===== src/rtl/wb_io_arbiter.sv =====
// Two-master to one-slave Wishbone arbiter with round-robin grant held for the whole cycle.
// Define WB_ARB_TIMEOUT_EN to enable the bus-timeout watchdog (forced error on a hung slave).
`timescale 1ns/1ps

module wb_io_arbiter #(
  parameter int TIMEOUT = 255,
  parameter int TO_W    = 8
) (
  input  logic        wb_clk_i,
  input  logic        wb_rst_n_i,
  // master 0 (CPU IO port)
  input  logic [31:0] wbm0_adr_i,
  input  logic [31:0] wbm0_dat_i,
  input  logic [3:0]  wbm0_sel_i,
  input  logic        wbm0_we_i,
  input  logic        wbm0_cyc_i,
  input  logic        wbm0_stb_i,
  input  logic [2:0]  wbm0_cti_i,
  input  logic [1:0]  wbm0_bte_i,
  output logic [31:0] wbm0_dat_o,
  output logic        wbm0_ack_o,
  output logic        wbm0_err_o,
  output logic        wbm0_rty_o,
  // master 1 (secondary bus master)
  input  logic [31:0] wbm1_adr_i,
  input  logic [31:0] wbm1_dat_i,
  input  logic [3:0]  wbm1_sel_i,
  input  logic        wbm1_we_i,
  input  logic        wbm1_cyc_i,
  input  logic        wbm1_stb_i,
  input  logic [2:0]  wbm1_cti_i,
  input  logic [1:0]  wbm1_bte_i,
  output logic [31:0] wbm1_dat_o,
  output logic        wbm1_ack_o,
  output logic        wbm1_err_o,
  output logic        wbm1_rty_o,
  // slave side
  output logic [31:0] wbs_adr_o,
  output logic [31:0] wbs_dat_o,
  output logic [3:0]  wbs_sel_o,
  output logic        wbs_we_o,
  output logic        wbs_cyc_o,
  output logic        wbs_stb_o,
  output logic [2:0]  wbs_cti_o,
  output logic [1:0]  wbs_bte_o,
  input  logic [31:0] wbs_dat_i,
  input  logic        wbs_ack_i,
  input  logic        wbs_err_i,
  input  logic        wbs_rty_i,
  // one-hot {m1,m0}; doubles as the observable FSM state
  output logic [1:0]  grant_o
);

  // Handshake: cyc is the request and the grant is held until the granted master
  // drops cyc; within a grant stb is "valid" and ack/err/rty is the completion,
  // passed straight through in both directions.

  if (TIMEOUT < 1 || TIMEOUT > (2 ** TO_W) - 1) begin : g_bad_timeout
    $error("wb_io_arbiter: TIMEOUT must fit in 1..2^TO_W-1");
  end

  typedef enum logic [1:0] {
    IDLE = 2'b00,
    GNT0 = 2'b01,
    GNT1 = 2'b10
  } state_e;

  state_e state_q, state_d;
  logic   last_q, last_d;

  logic        gnt;
  logic        sel_m1;
  logic        m_stb;
  logic        term;
  logic        to_hit;

  assign gnt    = (state_q != IDLE);
  assign sel_m1 = (state_q == GNT1);
  assign m_stb  = sel_m1 ? wbm1_stb_i : wbm0_stb_i;
  assign term   = wbs_ack_i | wbs_err_i | wbs_rty_i;

  assign grant_o = {state_q == GNT1, state_q == GNT0};

  always_comb begin
    state_d = state_q;
    last_d  = last_q;
    case (state_q)
      IDLE: begin
        // On a tie the master that was not served last wins.
        if (wbm0_cyc_i && wbm1_cyc_i)  state_d = last_q ? GNT0 : GNT1;
        else if (wbm0_cyc_i)           state_d = GNT0;
        else if (wbm1_cyc_i)           state_d = GNT1;
      end
      GNT0: begin
        if (!wbm0_cyc_i) begin
          state_d = IDLE;
          last_d  = 1'b0;
        end
      end
      GNT1: begin
        if (!wbm1_cyc_i) begin
          state_d = IDLE;
          last_d  = 1'b1;
        end
      end
      default: state_d = IDLE;
    endcase
  end

`ifdef WB_ARB_TIMEOUT_EN
  localparam logic [TO_W-1:0] TO_LAST = TO_W'(TIMEOUT - 1);

  logic [TO_W-1:0] to_cnt_q, to_cnt_d;

  always_comb begin
    to_cnt_d = '0;
    to_hit   = 1'b0;
    if (gnt && m_stb && !term) begin
      if (to_cnt_q == TO_LAST) to_hit = 1'b1;
      else                     to_cnt_d = to_cnt_q + 1'b1;
    end
    if (state_d == IDLE) to_cnt_d = '0;
  end
`else
  assign to_hit = 1'b0;
`endif

  always_ff @(posedge wb_clk_i or negedge wb_rst_n_i) begin
    if (!wb_rst_n_i) begin
      state_q  <= IDLE;
      last_q   <= 1'b1;
`ifdef WB_ARB_TIMEOUT_EN
      to_cnt_q <= '0;
`endif
    end else begin
      state_q  <= state_d;
      last_q   <= last_d;
`ifdef WB_ARB_TIMEOUT_EN
      to_cnt_q <= to_cnt_d;
`endif
    end
  end

  // Slave-side forwarding: zero unless a grant is held in the state register.
  always_comb begin
    wbs_adr_o = '0;
    wbs_dat_o = '0;
    wbs_sel_o = '0;
    wbs_we_o  = 1'b0;
    wbs_cyc_o = 1'b0;
    wbs_stb_o = 1'b0;
    wbs_cti_o = '0;
    wbs_bte_o = '0;
    if (gnt) begin
      wbs_adr_o = sel_m1 ? wbm1_adr_i : wbm0_adr_i;
      wbs_dat_o = sel_m1 ? wbm1_dat_i : wbm0_dat_i;
      wbs_sel_o = sel_m1 ? wbm1_sel_i : wbm0_sel_i;
      wbs_we_o  = sel_m1 ? wbm1_we_i  : wbm0_we_i;
      wbs_cyc_o = (sel_m1 ? wbm1_cyc_i : wbm0_cyc_i) & ~to_hit;
      wbs_stb_o = m_stb & ~to_hit;
      wbs_cti_o = sel_m1 ? wbm1_cti_i : wbm0_cti_i;
      wbs_bte_o = sel_m1 ? wbm1_bte_i : wbm0_bte_i;
    end
  end

  // Master-side returns: only the granted master sees slave responses.
  always_comb begin
    wbm0_dat_o = '0;
    wbm0_ack_o = 1'b0;
    wbm0_err_o = 1'b0;
    wbm0_rty_o = 1'b0;
    wbm1_dat_o = '0;
    wbm1_ack_o = 1'b0;
    wbm1_err_o = 1'b0;
    wbm1_rty_o = 1'b0;
    case (state_q)
      GNT0: begin
        wbm0_dat_o = wbs_dat_i;
        wbm0_ack_o = wbs_ack_i;
        wbm0_err_o = wbs_err_i | to_hit;
        wbm0_rty_o = wbs_rty_i;
      end
      GNT1: begin
        wbm1_dat_o = wbs_dat_i;
        wbm1_ack_o = wbs_ack_i;
        wbm1_err_o = wbs_err_i | to_hit;
        wbm1_rty_o = wbs_rty_i;
      end
      default: ;
    endcase
  end

endmodule


===== config.mk =====
export PLATFORM = sky130hd
export DESIGN_NAME = wb_io_arbiter
export DESIGN_NICKNAME = d
export VERILOG_FILES = /design/src/rtl/wb_io_arbiter.sv
export SDC_FILE = /design/constraint.sdc
export NUM_CORES = 1
export LEC_CHECK = 0
export ABC_AREA = 1
export BUFFER_PORTS_ARGS = -buffer_cell sky130_fd_sc_hd__buf_2
export CAP_MARGIN = 40
export CELL_PAD_IN_SITES_DETAIL_PLACEMENT = 1
export CELL_PAD_IN_SITES_GLOBAL_PLACEMENT = 1
export CORE_AREA = 2 2 130 132
export CTS_CLUSTER_DIAMETER = 200
export DETAILED_ROUTE_END_ITERATION = 12
export DIE_AREA = 0 0 132 134
export GPL_TIMING_DRIVEN = 0
export PLACE_DENSITY = 0.75
export SYNTH_ARGS = -nofsm -noshare
export SYNTH_HDL_FRONTEND = slang
export SYNTH_SLANG_ARGS = --single-unit
export TNS_END_PERCENT = 100

===== constraint.sdc =====
create_clock -name wb_clk_i -period 1.1 [get_ports wb_clk_i]
set_input_delay 0.165 -clock wb_clk_i [delete_from_list [all_inputs] [get_ports wb_clk_i]]
set_output_delay 0.165 -clock wb_clk_i [all_outputs]
set_load 0.1 [all_outputs]

==> results by group <==
Yosys
  • Proportion of synthesized area in mux cells: 0
  • Post-synth EDFFs: 0
  • Post-Synth Adder-Cell Area: 0
  • Post-synthesis average cell area: 6.20 um^2
  • Compound-Gate Fraction of Synth Area: 0.480
  • Most frequent cells after synthesis: 75 x a22o_1, 72 x nor2_1, 40 x inv_1
  • Mapped Nets: 420
  • Simple-Gate Fraction of Synth Area: 0.215
  • Synth Register Bits: 3
  • Top-area cell type share of the netlist area: 0.459
  • Number of synthesis warnings: 0
  • Most numerous cell in the Yosys netlist: a22o_1
  • Mapped Area: ~1400 um^2
  • Post-Syn Instances: ~230
  • Synth area leaders: a22o_1 46%, nor2_1 19%, inv_1 10%, buf_6 8.7%, buf_2 4.2%
  • Asr flop ratio synth: 1.00
  • Biggest area consumer among synthesized cells: a22o_1
  • Dominant synthesized flop cell: dfrtp_1
  • Sequential share of the synthesized area: 0.0533
  • Largest family of logic cells by synthesized area: compound AO/OA/AOI/OAI gates
  • Synth Area in XOR/XNOR: 0
  • Synth cell types: 15

STA
  • Max Freq: ~0.56 GHz
  • Slew Limit Headroom: 0.841
  • TNS Setup: -85,690 ps
  • Final hold violation count: 0
  • Final worst path period share: 1.61
  • Unrepaired setup endpoints after global routing: yes
  • Worst slew pin tran: 239 ps
  • Final slew viol count: 0
  • Final setup fails: 150
  • Final setup margin: -672 ps
  • Final Critical Period: 1770 ps
  • Clock Skews: 0.630 ps

Detailed routing
  • DR iter-0 viols: 62
  • TritonRoute pass-1 iters: 4
  • Wire per inst: 21.2 um
  • # DRC: 0
  • Final WL: 17.3 mm
  • DRT antenna net count: 0
  • Via density: roughly 4.1
  • DR vias: around 3,400

Clock tree
  • Worst skew pair latency: 230 ps
  • Root buffer cell: clkbuf_16
  • Clock Path Buffers: 2
  • Clock transition at path regs: roughly 30 ps
  • H-tree levels: 1
  • Num CTS Buffers: 3
  • CTS sink count: 3
  • CTS tree: built

Final layout
  • Final nets: 787
  • Antenna cells: 0
  • Share of cells above drive strength 1: 0.913
  • Synth-to-layout area growth: 437%

Die
  • Die Y: ~130 um
  • Die Wd: 132 um
  • CORE AREA: 16,300 um^2
  • # IOs: around 340
  • Die ar.: 17,700 um^2
  • Starting Density: 0.0879
  • Rows: between 40 and 50

Global route
  • First-pass GRT wire length: 25.3 mm
  • Initial antenna violation count: 0
  • Largest net degree at the start of global routing: 11
  • Vias in the first global route: roughly 4,000
  • GRT Total Usage: 0.184
  • GR Overflow Total: 0

Hold path
  • Min-Delay Path Class: primary input to flop

Status
  • Outcome: finished with violations
  • Failing checks: setup timing

Placement
  • Pre-CTS setup slack: -781 ps
  • Port bufs: 336
  • Gp weighted congestion: 0.745
  • Final HPWL DP: approximately 12 mm

Worst setup path
  • Endpoint type of the worst setup path: output pin
  • Startpoint types: flop
  • CP arrival: 1610 ps
  • CP Class: flop to output pin
  • CP max FO: 5
  • Req. time, crit path: 940 ps

Flow run
  • Max_cap viols: 0
## routing by layer
metal	part of all wire	routed length, um	GRT usage
met4	0.0051	89	0.0199
met3	0.084	1460	0.0571
met2	0.58	10100	0.382
met5	0	0	0
met1	0.33	5630	0.182
## flip-flops by register name (all words and copies together) (netlist names)
signal / count
last_q: 1
state_q: 2
## cells by family after synthesis
family,count (synthesis)
AO/OA/AOI/OAI,80
buffers and inverters,68
flip-flops,3
AND/OR/NAND/NOR,80
## through the flow
step / std cells / cell area (um^2) / hold WS, ps / util
4_1_cts: 811 / 7530 / 120 / 0.462
6_report: 817 / 7680 / 122 / 0.472
2_1_floorplan: 231 / 2780 / -131 / -
3_3_place_gp: 787 / 4740 / -36.5 / 0.291
5_1_grt: 817 / 7680 / 139 / 0.472
3_5_place_dp: 787 / 4740 / -33.1 / 0.291
## worst max-delay path, stage by stage (launching register included)
cell	delay, ps
dfrtp_1	360
buf_6	140
buf_12	140
clkbuf_16	160
buf_12	130
a22o_4	260
buf_12	160
## worst paths after layout
check	startpoint	endpoint	slack [ps]	cells past startpoint
hold / removal	wbm1_cyc_i	last_q	120	2
hold reg to reg	last_q	last_q	510	2
setup reg to reg	state_q[1]	state_q[1]	-150	7
setup / recovery	state_q[0]	wbs_dat_o[21]	-670	6
max in group asynchronous	wb_rst_n_i	last_q	610	2
min in group asynchronous	wb_rst_n_i	state_q[0]	290	2
## what timing repair did
action	CTS	global route
setup buffers	16	7
endpoints found under the setup margin	150	151
gates cloned	4	5
hold buffers	1	0
pin swaps	5	12
resized for setup	633	16
endpoints found under the hold margin	3	0
## cell usage in the layout (no fill, tap or decap), drive strengths merged
cell / count
buf: 380
a22o: 75
nor2: 73
inv: 40
clkbuf: 10
nand2: 7
dfrtp: 2
o22ai: 2
o21ai: 2
clkinv: 1
clkinvlp: 1
o21bai: 1
bufbuf: 1
dlygate4sd3: 1
dfstp: 1
## area by class of cell
type | instances | area [um^2]
multi-input combinational | 160 | 2210
clock buffer | 4 | 78.8
fill | 1677 | 8610
tap | 220 | 275
buffer | 23 | 462
sequential | 3 | 76.3
timing repair buffer | 365 | 4420
inverter | 42 | 166
Power is not shown: default switching activity piles up to over one toggle a cycle in this logic, so the estimate is an artifact.
